File: src/rtl/usb_rx_pkt_decoder_if.sv
// -----------------------------------------------------------------------------
// usb_rx_pkt_decoder_if
// Bundles the UTMI receive stream and the decoded results of usb_rx_pkt_decoder.
//   rx_data/rx_valid/rx_active/rx_err : UTMI receive side (driven by PHY)
//   pid, pid_valid, pid_err           : PID result, held PID + 1-clk strobes
//   token_addr, token_ep, frame_no    : held token fields
//   token_valid, crc5_err             : 1-clk token completion strobes
//   data_out, data_valid              : payload byte stream (CRC bytes removed)
//   data_done, crc16_err, pkt_err     : 1-clk end-of-packet / error strobes
// Modport slave is the decoder; modport master is the PHY/protocol-engine side.
// -----------------------------------------------------------------------------
interface usb_rx_pkt_decoder_if;
    logic [7:0]  rx_data;
    logic        rx_valid;
    logic        rx_active;
    logic        rx_err;

    logic [3:0]  pid;
    logic        pid_valid;
    logic        pid_err;
    logic [6:0]  token_addr;
    logic [3:0]  token_ep;
    logic        token_valid;
    logic        crc5_err;
    logic [10:0] frame_no;
    logic [7:0]  data_out;
    logic        data_valid;
    logic        data_done;
    logic        crc16_err;
    logic        pkt_err;

    modport slave (
        input  rx_data, rx_valid, rx_active, rx_err,
        output pid, pid_valid, pid_err, token_addr, token_ep, token_valid,
               crc5_err, frame_no, data_out, data_valid, data_done,
               crc16_err, pkt_err
    );

    modport master (
        output rx_data, rx_valid, rx_active, rx_err,
        input  pid, pid_valid, pid_err, token_addr, token_ep, token_valid,
               crc5_err, frame_no, data_out, data_valid, data_done,
               crc16_err, pkt_err
    );
endinterface

File: src/rtl/usb_rx_pkt_decoder.sv
// -----------------------------------------------------------------------------
// usb_rx_pkt_decoder
// Disassembles USB packets from the UTMI receive byte stream: checks the PID,
// extracts token address/endpoint (or SOF frame number) with CRC5 check, and
// forwards data payload with the two CRC16 bytes stripped.
// Ports:
//   clk : system clock, same clock as the receive PHY
//   rst : asynchronous active-low reset
//   bus : usb_rx_pkt_decoder_if.slave (UTMI inputs, registered results)
// -----------------------------------------------------------------------------
module usb_rx_pkt_decoder (
    input  logic                clk,
    input  logic                rst,
    usb_rx_pkt_decoder_if.slave bus
);
    typedef enum logic [2:0] {S_IDLE, S_PID, S_TOKEN, S_DATA, S_HSHK, S_DRAIN} state_t;

    localparam logic [4:0]  CRC5_INIT      = 5'h1F;
    localparam logic [4:0]  CRC5_RESIDUAL  = 5'h0C;
    localparam logic [15:0] CRC16_INIT     = 16'hFFFF;
    localparam logic [15:0] CRC16_RESIDUAL = 16'h800D;
    localparam logic [3:0]  PID_SOF        = 4'h5;

    // Serial CRCs unrolled over one byte, bit 0 first as on the wire.
    function automatic logic [4:0] crc5_byte(input logic [4:0] crc, input logic [7:0] din);
        logic [4:0] c;
        c = crc;
        for (int i = 0; i < 8; i++)
            c = (din[i] ^ c[4]) ? ({c[3:0], 1'b0} ^ 5'h05) : {c[3:0], 1'b0};
        return c;
    endfunction

    function automatic logic [15:0] crc16_byte(input logic [15:0] crc, input logic [7:0] din);
        logic [15:0] c;
        c = crc;
        for (int i = 0; i < 8; i++)
            c = (din[i] ^ c[15]) ? ({c[14:0], 1'b0} ^ 16'h8005) : {c[14:0], 1'b0};
        return c;
    endfunction

    state_t      state_q, state_d;
    logic        rx_act_q;
    logic [1:0]  cnt_q, cnt_d, cnt_inc, end_cnt;
    logic [7:0]  byte0_q, byte0_d;
    logic [7:0]  dly0_q, dly0_d, dly1_q, dly1_d;
    logic [4:0]  crc5_q, crc5_d, crc5_nxt;
    logic [15:0] crc16_q, crc16_d, crc16_nxt, end_crc;
    logic        pid_valid_d, pid_err_d, token_valid_d, crc5_err_d;
    logic        data_valid_d, data_done_d, crc16_err_d, pkt_err_d;
    logic        pkt_start, pid_ok;

    assign pkt_start = bus.rx_active & ~rx_act_q;
    assign pid_ok    = (bus.rx_data[7:4] == ~bus.rx_data[3:0]);

    // State register
    always_ff @(posedge clk or negedge rst) begin
        // NOTE: sequential state uses non-blocking assignments so every register
        // samples pre-edge values regardless of block evaluation order.
        if (!rst) state_q <= S_IDLE;
        else      state_q <= state_d;
    end

    // Next-state logic
    always_comb begin
        state_d = state_q;
        case (state_q)
            S_IDLE:  if (pkt_start) state_d = S_PID;
            S_PID: begin
                if (bus.rx_err) state_d = S_DRAIN;
                else if (bus.rx_valid) begin
                    if (!pid_ok) state_d = S_DRAIN;
                    else begin
                        case (bus.rx_data[1:0])
                            2'b01:   state_d = S_TOKEN;
                            2'b11:   state_d = S_DATA;
                            2'b10:   state_d = S_HSHK;
                            default: state_d = S_DRAIN;
                        endcase
                    end
                end
                else if (!bus.rx_active) state_d = S_IDLE;
            end
            S_TOKEN: begin
                if (bus.rx_err) state_d = S_DRAIN;
                else if (bus.rx_valid && cnt_q == 2'd2) state_d = bus.rx_active ? S_DRAIN : S_IDLE;
                else if (!bus.rx_active) state_d = S_IDLE;
            end
            S_DATA: begin
                if (bus.rx_err) state_d = S_DRAIN;
                else if (!bus.rx_active) state_d = S_IDLE;
            end
            S_HSHK: begin
                if (bus.rx_err) state_d = S_DRAIN;
                else if (bus.rx_valid) state_d = bus.rx_active ? S_DRAIN : S_IDLE;
                else if (!bus.rx_active) state_d = S_IDLE;
            end
            S_DRAIN: if (!bus.rx_active) state_d = S_IDLE;
            default: state_d = S_IDLE;
        endcase
    end

    // Output and datapath logic. A byte arriving together with the rx_active
    // fall is folded into the end-of-packet decision in the same cycle.
    always_comb begin
        // NOTE: everything assigned here gets a default first, so no path through
        // the case statement can leave a signal unassigned and infer a latch.
        pid_valid_d   = 1'b0;
        pid_err_d     = 1'b0;
        token_valid_d = 1'b0;
        crc5_err_d    = 1'b0;
        data_valid_d  = 1'b0;
        data_done_d   = 1'b0;
        crc16_err_d   = 1'b0;
        pkt_err_d     = 1'b0;
        cnt_d         = cnt_q;
        byte0_d       = byte0_q;
        dly0_d        = dly0_q;
        dly1_d        = dly1_q;
        crc5_d        = crc5_q;
        crc16_d       = crc16_q;
        crc5_nxt      = crc5_byte(crc5_q, bus.rx_data);
        crc16_nxt     = crc16_byte(crc16_q, bus.rx_data);
        cnt_inc       = (cnt_q == 2'd2) ? 2'd2 : cnt_q + 2'd1;
        end_cnt       = bus.rx_valid ? cnt_inc : cnt_q;
        end_crc       = bus.rx_valid ? crc16_nxt : crc16_q;
        case (state_q)
            S_IDLE: begin
                cnt_d   = 2'd0;
                crc5_d  = CRC5_INIT;
                crc16_d = CRC16_INIT;
            end
            S_PID: begin
                if (bus.rx_err) pkt_err_d = 1'b1;
                else if (bus.rx_valid) begin
                    pid_valid_d = pid_ok;
                    pid_err_d   = ~pid_ok;
                end
            end
            S_TOKEN: begin
                if (bus.rx_err) pkt_err_d = 1'b1;
                else begin
                    if (bus.rx_valid) begin
                        case (cnt_q)
                            2'd0: begin
                                byte0_d = bus.rx_data;
                                crc5_d  = crc5_nxt;
                                cnt_d   = 2'd1;
                            end
                            2'd1: begin
                                crc5_d = crc5_nxt;
                                cnt_d  = 2'd2;
                                if (crc5_nxt == CRC5_RESIDUAL) token_valid_d = 1'b1;
                                else                           crc5_err_d    = 1'b1;
                            end
                            default: pkt_err_d = 1'b1;
                        endcase
                    end
                    if (!bus.rx_active && end_cnt != 2'd2) pkt_err_d = 1'b1;
                end
            end
            S_DATA: begin
                if (bus.rx_err) pkt_err_d = 1'b1;
                else begin
                    if (bus.rx_valid) begin
                        // Two-byte delay line: the last two bytes are the CRC
                        // and are never shifted out.
                        crc16_d      = crc16_nxt;
                        dly0_d       = dly1_q;
                        dly1_d       = bus.rx_data;
                        cnt_d        = cnt_inc;
                        data_valid_d = (cnt_q == 2'd2);
                    end
                    if (!bus.rx_active) begin
                        if (end_cnt != 2'd2) begin
                            crc16_err_d = 1'b1;
                            pkt_err_d   = 1'b1;
                        end
                        else if (end_crc == CRC16_RESIDUAL) data_done_d = 1'b1;
                        else                                crc16_err_d = 1'b1;
                    end
                end
            end
            S_HSHK:  if (bus.rx_err || bus.rx_valid) pkt_err_d = 1'b1;
            S_DRAIN: if (bus.rx_err) pkt_err_d = 1'b1;
            default: ;
        endcase
    end

    // Datapath and output registers
    always_ff @(posedge clk or negedge rst) begin
        if (!rst) begin
            // Reset high so a packet still in flight when reset lifts is not
            // mistaken for a new rx_active rise.
            rx_act_q        <= 1'b1;
            cnt_q           <= 2'd0;
            byte0_q         <= '0;
            dly0_q          <= '0;
            dly1_q          <= '0;
            crc5_q          <= CRC5_INIT;
            crc16_q         <= CRC16_INIT;
            bus.pid         <= '0;
            bus.pid_valid   <= 1'b0;
            bus.pid_err     <= 1'b0;
            bus.token_addr  <= '0;
            bus.token_ep    <= '0;
            bus.token_valid <= 1'b0;
            bus.crc5_err    <= 1'b0;
            bus.frame_no    <= '0;
            bus.data_out    <= '0;
            bus.data_valid  <= 1'b0;
            bus.data_done   <= 1'b0;
            bus.crc16_err   <= 1'b0;
            bus.pkt_err     <= 1'b0;
        end
        else begin
            rx_act_q        <= bus.rx_active;
            cnt_q           <= cnt_d;
            byte0_q         <= byte0_d;
            dly0_q          <= dly0_d;
            dly1_q          <= dly1_d;
            crc5_q          <= crc5_d;
            crc16_q         <= crc16_d;
            bus.pid_valid   <= pid_valid_d;
            bus.pid_err     <= pid_err_d;
            bus.token_valid <= token_valid_d;
            bus.crc5_err    <= crc5_err_d;
            bus.data_valid  <= data_valid_d;
            bus.data_done   <= data_done_d;
            bus.crc16_err   <= crc16_err_d;
            bus.pkt_err     <= pkt_err_d;
            if (pid_valid_d) bus.pid <= bus.rx_data[3:0];
            // Byte1 carries {crc5, field[10:8]}; byte0 carries field[7:0].
            if (token_valid_d) begin
                if (bus.pid == PID_SOF) bus.frame_no <= {bus.rx_data[2:0], byte0_q};
                else begin
                    bus.token_addr <= byte0_q[6:0];
                    bus.token_ep   <= {bus.rx_data[2:0], byte0_q[7]};
                end
            end
            if (data_valid_d) bus.data_out <= dly0_q;
        end
    end
endmodule

File: src/flat_wrapper.sv
// flat-port wrapper written by rule: the top's interface ports become plain ports
module usb_rx_pkt_decoder_flat 
  (clk, rst, bus_rx_data, bus_rx_valid, bus_rx_active, bus_rx_err, bus_pid, bus_pid_valid, bus_pid_err, bus_token_addr, bus_token_ep, bus_token_valid, bus_crc5_err, bus_frame_no, bus_data_out, bus_data_valid, bus_data_done, bus_crc16_err, bus_pkt_err);
  usb_rx_pkt_decoder_if bus_i ();
  input  logic clk;
  input  logic rst;
  input wire logic [$bits(bus_i.rx_data)-1:0] bus_rx_data;
  input wire logic [$bits(bus_i.rx_valid)-1:0] bus_rx_valid;
  input wire logic [$bits(bus_i.rx_active)-1:0] bus_rx_active;
  input wire logic [$bits(bus_i.rx_err)-1:0] bus_rx_err;
  output wire logic [$bits(bus_i.pid)-1:0] bus_pid;
  output wire logic [$bits(bus_i.pid_valid)-1:0] bus_pid_valid;
  output wire logic [$bits(bus_i.pid_err)-1:0] bus_pid_err;
  output wire logic [$bits(bus_i.token_addr)-1:0] bus_token_addr;
  output wire logic [$bits(bus_i.token_ep)-1:0] bus_token_ep;
  output wire logic [$bits(bus_i.token_valid)-1:0] bus_token_valid;
  output wire logic [$bits(bus_i.crc5_err)-1:0] bus_crc5_err;
  output wire logic [$bits(bus_i.frame_no)-1:0] bus_frame_no;
  output wire logic [$bits(bus_i.data_out)-1:0] bus_data_out;
  output wire logic [$bits(bus_i.data_valid)-1:0] bus_data_valid;
  output wire logic [$bits(bus_i.data_done)-1:0] bus_data_done;
  output wire logic [$bits(bus_i.crc16_err)-1:0] bus_crc16_err;
  output wire logic [$bits(bus_i.pkt_err)-1:0] bus_pkt_err;
  assign bus_i.rx_data = bus_rx_data;
  assign bus_i.rx_valid = bus_rx_valid;
  assign bus_i.rx_active = bus_rx_active;
  assign bus_i.rx_err = bus_rx_err;
  assign bus_pid = bus_i.pid;
  assign bus_pid_valid = bus_i.pid_valid;
  assign bus_pid_err = bus_i.pid_err;
  assign bus_token_addr = bus_i.token_addr;
  assign bus_token_ep = bus_i.token_ep;
  assign bus_token_valid = bus_i.token_valid;
  assign bus_crc5_err = bus_i.crc5_err;
  assign bus_frame_no = bus_i.frame_no;
  assign bus_data_out = bus_i.data_out;
  assign bus_data_valid = bus_i.data_valid;
  assign bus_data_done = bus_i.data_done;
  assign bus_crc16_err = bus_i.crc16_err;
  assign bus_pkt_err = bus_i.pkt_err;
  usb_rx_pkt_decoder u_core (.clk(clk), .rst(rst), .bus(bus_i));
endmodule
File: config.mk
export PLATFORM = sky130hd
export DESIGN_NAME = usb_rx_pkt_decoder_flat
export DESIGN_NICKNAME = d
export VERILOG_FILES = /design/src/rtl/usb_rx_pkt_decoder_if.sv /design/src/rtl/usb_rx_pkt_decoder.sv /design/src/flat_wrapper.sv
export SDC_FILE = /design/constraint.sdc
export NUM_CORES = 1
export LEC_CHECK = 0
export BUFFER_PORTS_ARGS = -buffer_cell sky130_fd_sc_hd__buf_4
export CORE_ASPECT_RATIO = 1.25
export CORE_MARGIN = 2
export CORE_UTILIZATION = 24
export CTS_CLUSTER_DIAMETER = 40
export DETAILED_ROUTE_END_ITERATION = 8
export HOLD_SLACK_MARGIN = 0.12
export PLACE_DENSITY = 0.41
export SLEW_MARGIN = 10
export SYNTH_ARGS = -nofsm -noshare
export SYNTH_HDL_FRONTEND = slang
export SYNTH_SLANG_ARGS = --single-unit
File: constraint.sdc
create_clock -name clk -period 2.6 [get_ports clk]
set_input_delay 0.39 -clock clk [delete_from_list [all_inputs] [get_ports clk]]
set_output_delay 0.39 -clock clk [all_outputs]
set_load 0.005 [all_outputs]
==> results.txt <==
After technology mapping, the gate count stands at 399. The global-route total usage across every layer is 11.4%. Headroom to the max-slew limit came out at 49.9%. The endpoint of the most critical register-to-register path is u_core.bus.frame_no[5]$_DFFE_PN0P_. The number of flops mapped to enable cells by yosys is 0. The number of design-rule violations left by the first detailed-router iteration is 154. In the final layout, the multi-input gates occupy 2010 µm². The detailed-route via count is 3,157. Of the synthesized area, sequential elements account for 52.1%. The max-slew violation count is 0. Clock skew on the completed layout was measured at 0.0106 ns.

The count of endpoints failing hold in the final timing report was 0. The layout net count is 481. CTS placed an instance of sky130_fd_sc_hd__clkbuf_16 at the clock tree root. The area growth from synthesis to layout is 23.2%. The actual transition at the worst max-transition pin is 0.749 ns. The number of remaining DRC errors came out at 0. The clock buffer count from CTS is 9.

Before CTS, the worst setup slack after placement is 0.154 ns. The sum of negative setup slack is 0 ns. TritonCTS built the clock tree. The clock insertion delay at the later pin of the skew report is 0.35 ns. The post-layout minimum cycle time is 2.41 ns.

The most common cell in the synthesized netlist is sky130_fd_sc_hd__dfrtp_1. The startpoint identified for the worst hold timing path is bus_rx_active. The most used flip-flop cell after synthesis is sky130_fd_sc_hd__dfrtp_1. Entering global routing, the biggest net connects 71 pins. The first-pass GRT wire length came out at 17,700 µm. The reg-to-reg startpoint is u_core.crc5_q[4]$_DFFE_PN1P_. The count of H-tree levels built during CTS came out at 3. The maximum achievable frequency is 0.415 GHz.

The HPWL reported at the end of detailed placement came out at 7600 µm. The effective utilization at floorplan came out at 24.2%. Of all nets on the critical path, the largest fanout is 11. The number of detailed-routing iterations run before antenna repair is 4.

The largest vdd supply drop came out at 231 µV. The count of maximum capacitance violations is 0. The mean cell area of the mapped netlist came out at 11.3 µm².

The number of synthesized register bits is 93. The path with the worst hold slack has its endpoint at u_core.rx_act_q$_DFF_PN1_. The final period utilization is 92.7%.

The critical path class is flip-flop to flip-flop. The area share of the largest cell type after synthesis is 39.3%. In this run, distinct cell masters in the synthesized netlist total 41. The cell area after synthesis came out at 4520 µm². The count of antenna-violating nets left after detailed routing is 0. The biggest area consumer among synthesized cells is sky130_fd_sc_hd__dfrtp_1. At the worst endpoint, the arrival time is 2.65 ns. The final weighted congestion in routability-driven placement came out at 0.796. By area the synthesized netlist is led by sky130_fd_sc_hd__dfrtp_1 39%, sky130_fd_sc_hd__dfstp_2 13%, sky130_fd_sc_hd__mux2_2 13%, sky130_fd_sc_hd__xnor2_1 6.0%, sky130_fd_sc_hd__a21oi_1 2.9%. The net count after synthesis came out at 420. The die extent in x is 127 µm. The number of diodes came out at 0. For this design the static power due to leakage is 2.56 nW.

Global routing finished with a remaining overflow of 0. Setup repair after global routing left no endpoint under its margin. The worst register-to-register path has a setup slack of 0.19 ns. The average routed wire per standard cell came out at 15.8 µm. Measured along the y axis, the die boundary spans 157 µm. The share of final-layout standard cells stronger than drive strength 1 is 36.3%.

Counting flops with an async set or reset pin after synthesis yields a share of 100%. The total clock sinks is 93. The total setup violations reported at the end of the flow is 0. At the worst endpoint, the required time is 2.83 ns. Clock-pin slew was measured on the worst setup and hold paths at 0.07 ns. The number of cell rows is 56. The average via count per standard cell came out at 4.53. The count of cells along the worst register-to-register path came out at 8. The number of antenna violations at the first check in global routing is 0. Once the clock tree was built, the setup fixing pass inserted 0 buffers. The area taken by flip-flops and latches came out at 2350 µm².

STA classifies the critical path endpoint as a flip-flop. The total power divided by cell area is 624 nW/µm². The classification of the worst-slack hold path is input port to flip-flop. Fill cells in the final layout number 1,959.

The cell depth of the worst min-delay path is 1. The startpoint kind of the worst setup timing path is a flip-flop. The final worst slack came out at 0.189 ns. The count of buffers added on input and output ports is 54. The region available for standard cell placement spans 18,600 µm². The number of buffers between clock root and the deepest sink is 2.

The post-route non-filler standard cell count came out at 697. The run finished with clean final reports. The overall die area is 19,900 µm². The number of instances in the placed design is 680. The final hold slack is 0.217 ns. The via count of the first global-routing pass was 3,295. The Yosys step of the flow raised 0 warnings. In the synthesized netlist, the cells that appear most often are 71 x sky130_fd_sc_hd__dfrtp_1, 51 x sky130_fd_sc_hd__mux2_2, 31 x sky130_fd_sc_hd__xnor2_1. The total wire length after detailed routing came out at 11,000 µm. Once layout is complete, the utilization of the core stands at 29.9%. The I/O pin count came out at 55.
[final cells by class]
cell class                      instances  area share (%)
Inverter                               12           0.810
Sequential cell                        93            42.3
Clock buffer                            9            4.05
Multi-Input combinational cell        271            36.1
Clock inverter                          7            1.19
Tap cell                              232            5.22
Timing Repair Buffer                   73            10.3
[critical path, stage by stage, from the launching register on]
cell and delay (ns):
sky130_fd_sc_hd__dfstp_2 0.54, sky130_fd_sc_hd__xor2_1 0.28, sky130_fd_sc_hd__xnor2_1 0.14, sky130_fd_sc_hd__xnor2_1 0.21
sky130_fd_sc_hd__nor3_2 0.23, sky130_fd_sc_hd__nand3_1 0.15, sky130_fd_sc_hd__nor2b_1 0.14, sky130_fd_sc_hd__buf_4 0.23
sky130_fd_sc_hd__mux2_2 0.35
[power breakdown]
group / internal [mW] / switching (mW)
registers: 1.50 / 0.0698
clock network: 0.672 / 0.620
logic: 0.254 / 0.355
[how the worst max path moves through the flow]
stage,start,cells after the start,to
floorplan,bus_rx_data[1],9,u_core.bus.frame_no[10]$_DFFE_PN0P_
global placement,bus_rx_data[0],9,u_core.bus.frame_no[4]$_DFFE_PN0P_
detailed placement,bus_rx_data[0],9,u_core.bus.token_addr[2]$_DFFE_PN0P_
CTS,u_core.crc5_q[4]$_DFFE_PN1P_,8,u_core.bus.frame_no[4]$_DFFE_PN0P_
global route,u_core.crc5_q[4]$_DFFE_PN1P_,8,u_core.bus.token_addr[5]$_DFFE_PN0P_
finish,u_core.crc5_q[4]$_DFFE_PN1P_,8,u_core.bus.frame_no[5]$_DFFE_PN0P_
[state kept, by name, summed over array words and instances (netlist names), 3 cells and up]
| register | cells |
|---|---|
| u_core.bus.token_addr | 7 |
| u_core.crc5_q | 5 |
| u_core.bus.frame_no | 11 |
| u_core.dly1_q | 8 |
| u_core.bus.token_ep | 4 |
| u_core.bus.pid | 4 |
| u_core.bus.data_out | 8 |
| u_core.crc16_q | 16 |
| u_core.state_q | 3 |
| u_core.byte0_q | 8 |
| u_core.dly0_q | 8 |
[layer usage]
metal,track usage [%],share of wire (%)
met4,5.76,3.2
met5,0,0
met2,18.5,47
met1,14.3,46
met3,2.48,3.7
[kinds of logic after synthesis]
logic type / count (synthesis) / share of synthesized area (%)
DFF: 93 / 52.1
buffers and inverters: 35 / 3.57
muxes: 57 / 14.0
AOI/OAI and AO/OA: 65 / 8.25
adders and majority gates: 8 / 2.22
and+or+nand+nor: 97 / 9.97
xor gates and xnor gates: 44 / 9.83
[cells in the final DEF (no fill, tap or decap), drive strengths merged, types with 3 or more instances in the layout]
cell type / instances
buf: 72
dfrtp: 71
mux2: 51
xnor2: 34
nor2: 30
nand2: 29
a21oi: 26
dfstp: 22
o21ai: 21
nor3: 21
inv: 14
clkbuf: 9
ha: 8
xor2: 8
nor4: 6
mux2i: 6
a31oi: 5
nand3: 3
nor2b: 3
clkinv: 3
[per-stage QoR]
step	instance area (µm²)	power, mW
6_report	5560	3.47
5_1_grt	5560	3.67
3_5_place_dp	5260	2.21
3_3_place_gp	5260	2.21
4_1_cts	5560	3.53
2_1_floorplan	4520	1.98
[timing repair]
item,CTS,global route
gates resized for setup,0,0
hold buffers,1,0
hold endpoints to repair,13,0
endpoints found under the setup margin,0,0
No activity file was read; power rests on OpenSTA's default activity.
